**config.mk**
```make
export PLATFORM = sky130hd
export DESIGN_NAME = uart_rx_param
export DESIGN_NICKNAME = d
export VERILOG_FILES = /design/src/rtl/uart_rx_param.sv
export SDC_FILE = /design/constraint.sdc
export NUM_CORES = 1
export LEC_CHECK = 0
export CAP_MARGIN = 20
export CORE_MARGIN = 3
export CORE_UTILIZATION = 50
export DETAILED_ROUTE_END_ITERATION = 8
export PLACE_DENSITY = 0.72
export SYNTH_ARGS = -nofsm -noshare
export SYNTH_HDL_FRONTEND = slang
export SYNTH_SLANG_ARGS = --single-unit
```
**constraint.sdc**
```tcl
create_clock -name clk -period 2.3 [get_ports clk]
set_input_delay 0.575 -clock clk [delete_from_list [all_inputs] [get_ports clk]]
set_output_delay 0.575 -clock clk [all_outputs]
set_load 0.02 [all_outputs]
```
**src/rtl/uart_rx_param.sv**
```systemverilog
// Parametrised UART receiver: 2-flop synchroniser, mid-bit sampling, parity/framing checks, sticky rdy.
// Optional overrun flag and ovr_err port are built when UART_RX_OVR_EN is defined.
`timescale 1ns/1ps
module uart_rx_param #(
   parameter int BAUD_DIV  = 5208,
   parameter int DATA_BITS = 8,
   parameter int PARITY    = 0
) (
   input  logic                 clk,
   input  logic                 rst_n,
   input  logic                 RX,
   input  logic                 clr_rdy,
   output logic [DATA_BITS-1:0] rx_data,
   output logic                 rdy,
   output logic                 frm_err,
   output logic                 par_err
`ifdef UART_RX_OVR_EN
   ,
   output logic                 ovr_err
`endif
);

   localparam int CW = $clog2(BAUD_DIV);
   localparam int BW = $clog2(DATA_BITS + 1);
   localparam logic [CW-1:0] HALF_V   = CW'(BAUD_DIV >> 1);
   localparam logic [CW-1:0] RELOAD_V = CW'(BAUD_DIV - 1);
   localparam logic [BW-1:0] LAST_BIT = BW'(DATA_BITS - 1);
   localparam logic          ODD_PAR  = (PARITY == 2);

   typedef enum logic [2:0] {IDLE, START, DATA, PAR, STOP} state_t;

   state_t               state, state_nx;
   logic                 rx_meta, rxs;
   logic [CW-1:0]        cnt;
   logic [BW-1:0]        bit_cnt;
   logic [DATA_BITS-1:0] shreg;
   logic                 par_mis;
   logic                 seen_high;
   logic                 sample;
   logic                 start_det, start_ok, shift_en, par_en, done;

   always_ff @(posedge clk or negedge rst_n) begin
      if (!rst_n) begin
         rx_meta <= 1'b1;
         rxs     <= 1'b1;
      end else begin
         rx_meta <= RX;
         rxs     <= rx_meta;
      end
   end

   assign sample = (cnt == '0);

   always_ff @(posedge clk or negedge rst_n) begin
      if (!rst_n) state <= IDLE;
      else        state <= state_nx;
   end

   always_comb begin
      state_nx = state;
      case (state)
         IDLE:  if (seen_high && !rxs) state_nx = START;
         START: if (sample) state_nx = rxs ? IDLE : DATA;
         DATA:  if (sample && bit_cnt == LAST_BIT) state_nx = (PARITY != 0) ? PAR : STOP;
         PAR:   if (sample) state_nx = STOP;
         STOP:  if (sample) state_nx = IDLE;
         default: state_nx = IDLE;
      endcase
   end

   always_comb begin
      start_det = (state == IDLE) && seen_high && !rxs;
      start_ok  = (state == START) && sample && !rxs;
      shift_en  = (state == DATA) && sample;
      par_en    = (state == PAR) && sample;
      done      = (state == STOP) && sample;
   end

   // First wait is half a bit so every later sample lands mid-bit.
   always_ff @(posedge clk or negedge rst_n) begin
      if (!rst_n)               cnt <= '0;
      else if (start_det)       cnt <= HALF_V;
      else if (state == IDLE)   cnt <= '0;
      else if (sample)          cnt <= RELOAD_V;
      else                      cnt <= cnt - CW'(1);
   end

   always_ff @(posedge clk or negedge rst_n) begin
      if (!rst_n) begin
         bit_cnt <= '0;
         shreg   <= '0;
         par_mis <= 1'b0;
      end else begin
         if (start_ok)      bit_cnt <= '0;
         else if (shift_en) bit_cnt <= bit_cnt + BW'(1);
         if (shift_en) shreg <= {rxs, shreg[DATA_BITS-1:1]};
         if (par_en)   par_mis <= ((^shreg) ^ rxs) != ODD_PAR;
      end
   end

   // A low stop bit (break) forces the line to be seen high again before the next start.
   always_ff @(posedge clk or negedge rst_n) begin
      if (!rst_n)    seen_high <= 1'b1;
      else if (done) seen_high <= rxs;
      else if (rxs)  seen_high <= 1'b1;
   end

   always_ff @(posedge clk or negedge rst_n) begin
      if (!rst_n) begin
         rx_data <= '0;
         rdy     <= 1'b0;
         frm_err <= 1'b0;
         par_err <= 1'b0;
      end else if (done) begin
         rx_data <= shreg;
         rdy     <= 1'b1;
         frm_err <= ~rxs;
         par_err <= (PARITY != 0) ? par_mis : 1'b0;
      end else if (clr_rdy) begin
         rdy     <= 1'b0;
         frm_err <= 1'b0;
         par_err <= 1'b0;
      end
   end

`ifdef UART_RX_OVR_EN
   always_ff @(posedge clk or negedge rst_n) begin
      if (!rst_n)              ovr_err <= 1'b0;
      else if (done && rdy)    ovr_err <= 1'b1;
      else if (clr_rdy)        ovr_err <= 1'b0;
   end
`endif

endmodule

```
# Yosys cells after proc, flatten, opt, wreduce, memory -nomap -nowiden
# Index checks and enable logic that the tools add are counted.
[classes] eq_ne=10 n_bitwise=1 muxes=18 addsub=2 reduce_logical=15
[op_table] op="2-to-1 mux 13 bit" n=3
[op_table] op="2-to-1 mux 3 bit" n=5
[op_table] op="one-hot mux 3 bit (5 select lines)" n=1
[op_table] op="logical NOT 13 bit" n=1
[op_table] op="subtractor 13 x 1 -> 13 bit (second input constant)" n=1
[op_table] op="inequality test 2 bit (second input constant)" n=5
[op_table] op="logical AND 1 bit" n=8
[op_table] op="2-to-1 mux 4 bit" n=2
[op_table] op="equality test 3 x 2 -> 1 bit (second input constant)" n=2
[op_table] op="2-to-1 mux 1 bit" n=6
[op_table] op="nonzero test 2 bit" n=3
[op_table] op="AND reduction 5 bit" n=1
[op_table] op="adder 4 x 1 -> 4 bit (second input constant)" n=1
[op_table] op="equality test 4 x 3 -> 1 bit (second input constant)" n=1
[op_table] op="equality test 3 x 1 -> 1 bit (second input constant)" n=1
[op_table] op="equality test 3 bit (second input constant)" n=1
[op_table] op="logical NOT 3 bit" n=1
[op_table] op="2-to-1 mux 2 bit" n=1
[op_table] op="logical NOT 1 bit" n=1
[op_table] op="inverter 1 bit" n=1
[totals] reg_bits=42 word_cells=57

# Logic depth before layout (Yosys ltp)
[logic_depth] depth_word=4 depth_mapped=8 ltp_nobuf=6

# Least setup slack after synthesis
# No wires, ideal clock.
[synth_timing] path_kind="flip-flop to flip-flop" from="reg cnt[0]" to="reg rx_data[1]" setup_time_ns=0.125 stages_incl_launch_ff=9 setup_slack_ns=0.442 arrival_ns=1.733 synth_period_minus_slack_ns=1.858 cell_sequence="dfrtp_1 inv_1 ha_1 nor2b_1 and4_1 buf_6 nand3_4 buf_6 mux2_4"
[synth_via] elab_chain_cells=2
[synth_rtl] element="start: declaration" line="34" rtl="logic [CW-1:0] cnt;"
[synth_rtl] element="start signal: assignment" line="85" rtl="else cnt <= cnt - CW'(1);"
[synth_rtl] element="logical NOT 13 bit" line="52" rtl="assign sample = (cnt == '0);"
[synth_rtl] element="logical AND 1 bit" line="76" rtl="done = (state == STOP) && sample;"
[synth_rtl] element="end signal: assignment" line="115" rtl="rx_data <= shreg;"
[synth_rtl] element="end: declaration" line="13" rtl="output logic [DATA_BITS-1:0] rx_data,"
# Every way passes these cells.
# A chain may end at the register's enable or synchronous reset.

# Final worst setup path
[layout_timing] from="reg cnt[0]" to="reg cnt[10]"
[layout_via] elab_chain_cells=4 elab_cells_between_ends=5 classes_between="1 x add/sub; 3 x mux; 1 x reduce/logical"
[layout_rtl] element="subtractor 13 x 1 -> 13 bit / logical NOT 13 bit (equally long branches)" line="85, 52"
[layout_rtl] element="2-to-1 mux 13 bit (*)" line="84" rtl="else if (sample) cnt <= RELOAD_V;"
[layout_rtl] element="2-to-1 mux 13 bit (*)" line="83" rtl="else if (state == IDLE) cnt <= '0;"
[layout_rtl] element="2-to-1 mux 13 bit (*)" line="82" rtl="else if (start_det) cnt <= HALF_V;"
# Mark *: on every way between the ends. The rest lies on a longest branch, timed or not.

==> results.yml <==
placement:
  gp_congestion: 0.827
  dpl.hpwl_um: 2340
  dpl_cell_area_mm2: 0.00205
  port_buffers: 13
route:
  vias: 1200
  wl_per_cell_um: 14.7
  detail-route-antenna-nets: 0
  drt_wl_total_um: 3210
  drt_iter0_markers: 35
  post-route-drc-count: 0
  dr.pass1.iters: 4
  via_per_inst: 5.50
sta:
  hold_viol_final: 0
  finalSetupTns_ns: 0
  setup_viol: 0
  finClkSkew_ns: 0.00776
  finalCriticalPeriod_ns: 1.91
  holdWs_ns: 0.163
  clock.fmax_ghz: 0.524
  final_max_slew_viol_count: 0
  rsz0062_at_grt: "false"
  period_share_pct: 83.0
synth:
  ys_warn_count: 0
  synth.largest_area_cell: "dfrtp_1"
  synth_flop_cell: "dfrtp_1"
  synth.avg_cell_area_um2: 12.5
  synthArstFlopShare_pct: 100
  synth_top_area_share_pct: 50.8
  ys_seq_area_share_pct: 55.0
  synth_edf_count: 0
  yosys.cell_count.top_type: "dfrtp_1"
  synth-seq-cells: 41
  ys_top_cells_by_area: "dfrtp_1, mux2_2, mux2_4, dfstp_2, xnor2_1"
  synth_fp_nets: 157
  synthCells: 150
  syn-cell-area_mm2: 0.00187
  synth.top_cells.by_count: "dfrtp_1, nor2_1, mux2_2, nor3_1, o21ai_0"
  netlist-cell-type-count: 44
clock_network:
  clk_path_buf_depth: 2
  clk_pin_slew_ns: 0.08
  clk_latency_ns: 0.29
  cts_sinks: 41
  cts-buffers-inserted: 5
  cts_tree: "done"
  cts_resized: 0
  ctsHtreeMaxLevel: 2
  cts_root_buf: "clkbuf_8"
  hold_buffers: 0
  cts_setup_buffers: 0
job:
  maxCapViolCount: 0
global_route:
  grt_pass1_vias: 1268
  grt_remaining_overflow: 0
  antenna_found_initial: 0
  grt_pass1_wl_um: 5870
  grt_max_degree: 17
  globalRouteTotalUtil_pct: 17.5
floorplan:
  fp.dieH_um: 67.2
  core_area_mm2: 0.00347
  num_rows: 21
  start_util_pct: 54.0
  dieArea_mm2: 0.00451
  ios: 15
  die_x_um: 67.2
setup_path:
  crit_type: "reg2reg"
  slowest_delay_ns: 0.53
  cp_data_required_time_ns: 2.48
  worst-path-max-fanout: 4
  path_cells: "inv_1 > ha_1 > or3b_2 > nor2_1 > nor3_1 > nor4_1"
  startpoint_type: "flop"
  crit_arrival_ns: 2.09
  critPathCaptureType: "flop"
  path_delay_family: "simple AND/OR/NAND/NOR gates"
  cp_num_buf_inv: 1
  cpMaxStageDelayCell: "or3b_2"
final_layout:
  stdcell_area_mm2: 0.00217
  layout-drive-gt1-share_pct: 25.6
  syn_to_final_growth_pct: 16.2
  nets: 178
  diodes: 0
min_path:
  hold_path_class: "in2async"
power_and_ir_drop:
  vdd.ir_drop.worst_mv: 0.628
  power_density_mw_per_mm2: 1020
  power_leakage_nw: 0.994
  power_w: 0.00221
status:
  status: "finished, final reports clean"
==> metal layers <==
layer,up-vias,wire length (um),GRT usage (%)
li1,581,-,-
met1,592,1560,23.3
met2,23,1450,27.2
met3,4,161,5.16
met4,0,46,6.08
met5,-,0,0
==> report_power, final <==
part / leakage [nW] / internal, W / switching [W]
registers: 0.540 / 0.000848 / 0.000147
logic: 0.396 / 0.000281 / 0.000335
clock network: 0.0574 / 0.000353 / 0.000249
total: 0.994 / 0.00148 / 0.000731
==> cells in the final DEF, fill, tap and decap left out, types with 2 or more instances in the layout <==
cell | netlist | layout
and3_2 | 2 | 2
buf_4 | 1 | 4
dfrtp_1 | 38 | 38
a21oi_1 | 4 | 4
clkdlybuf4s50_1 | 0 | 12
nand2b_1 | 4 | 4
nand2_1 | 2 | 2
inv_1 | 3 | 3
xor2_1 | 2 | 2
ha_1 | 3 | 3
xnor2_1 | 6 | 6
clkbuf_8 | 0 | 6
mux2_4 | 7 | 7
nand3_1 | 2 | 2
nor4_1 | 3 | 3
nor3_1 | 9 | 9
nor2_1 | 12 | 12
nor2b_1 | 2 | 2
dfstp_2 | 3 | 3
nor3b_1 | 2 | 2
or3_1 | 2 | 2
mux2_2 | 10 | 10
o21ai_0 | 9 | 9
==> worst paths after layout <==
check | endpoint | slack [ns] | from | depth (start not counted)
worst min-delay path | bit_cnt[2]$_DFFE_PN0P_ | 0.16 | rst_n | 1
worst max register to register | cnt[10]$_DFF_PN0_ | 0.39 | cnt[0]$_DFF_PN0_ | 6
worst max-delay path | cnt[10]$_DFF_PN0_ | 0.39 | cnt[0]$_DFF_PN0_ | 6
max in group asynchronous | shreg[1]$_DFFE_PN0P_ | 1.63 | rst_n | 2
min in group clk | rxs$_DFF_PN1_ | 0.36 | rx_meta$_DFF_PN1_ | 0
worst min register to register | rxs$_DFF_PN1_ | 0.36 | rx_meta$_DFF_PN1_ | 0
==> flip-flops by register name, summed over array words and instances (netlist names) <==
name,cells
rx_data,8
cnt,13
rx_meta,1
state,3
rdy,1
rxs,1
frm_err,1
seen_high,1
shreg,8
bit_cnt,4
==> per-stage QoR <==
| stage | utilization (%) | cells | setup slack (ns) |
|---|---|---|---|
| 2_1_floorplan | - | 150 | 0.442 |
| 3_3_place_gp | 59.2 | 210 | 0.429 |
| 3_5_place_dp | 59.2 | 210 | 0.381 |
| 4_1_cts | 62.7 | 218 | 0.376 |
| 5_1_grt | 62.7 | 218 | 0.189 |
| 6_report | 62.7 | 218 | 0.392 |
==> cell type report <==
| type | count | area, um^2 |
|---|---|---|
| fill | 284 | 1290 |
| inverter | 3 | 11.3 |
| tap | 46 | 57.6 |
| clock buffer | 6 | 82.6 |
| timing repair buffer | 17 | 155 |
| sequential | 41 | 1030 |
| multi-input combinational | 103 | 801 |
| clock inverter | 2 | 37.5 |
==> cells by family after synthesis <==
kind of cell / count (synthesis) / synth area share (%)
AND/OR/NAND/NOR: 51 / 17.2
buffers and inverters: 6 / 2.21
flip-flops: 41 / 55.0
XOR/XNOR: 8 / 3.74
other: 1 / 0.200
adder cells (fa/ha/maj): 3 / 2.01
multiplexers: 18 / 12.2
AO/OA/AOI/OAI: 22 / 7.49
Power figures use the tool's default switching activity.
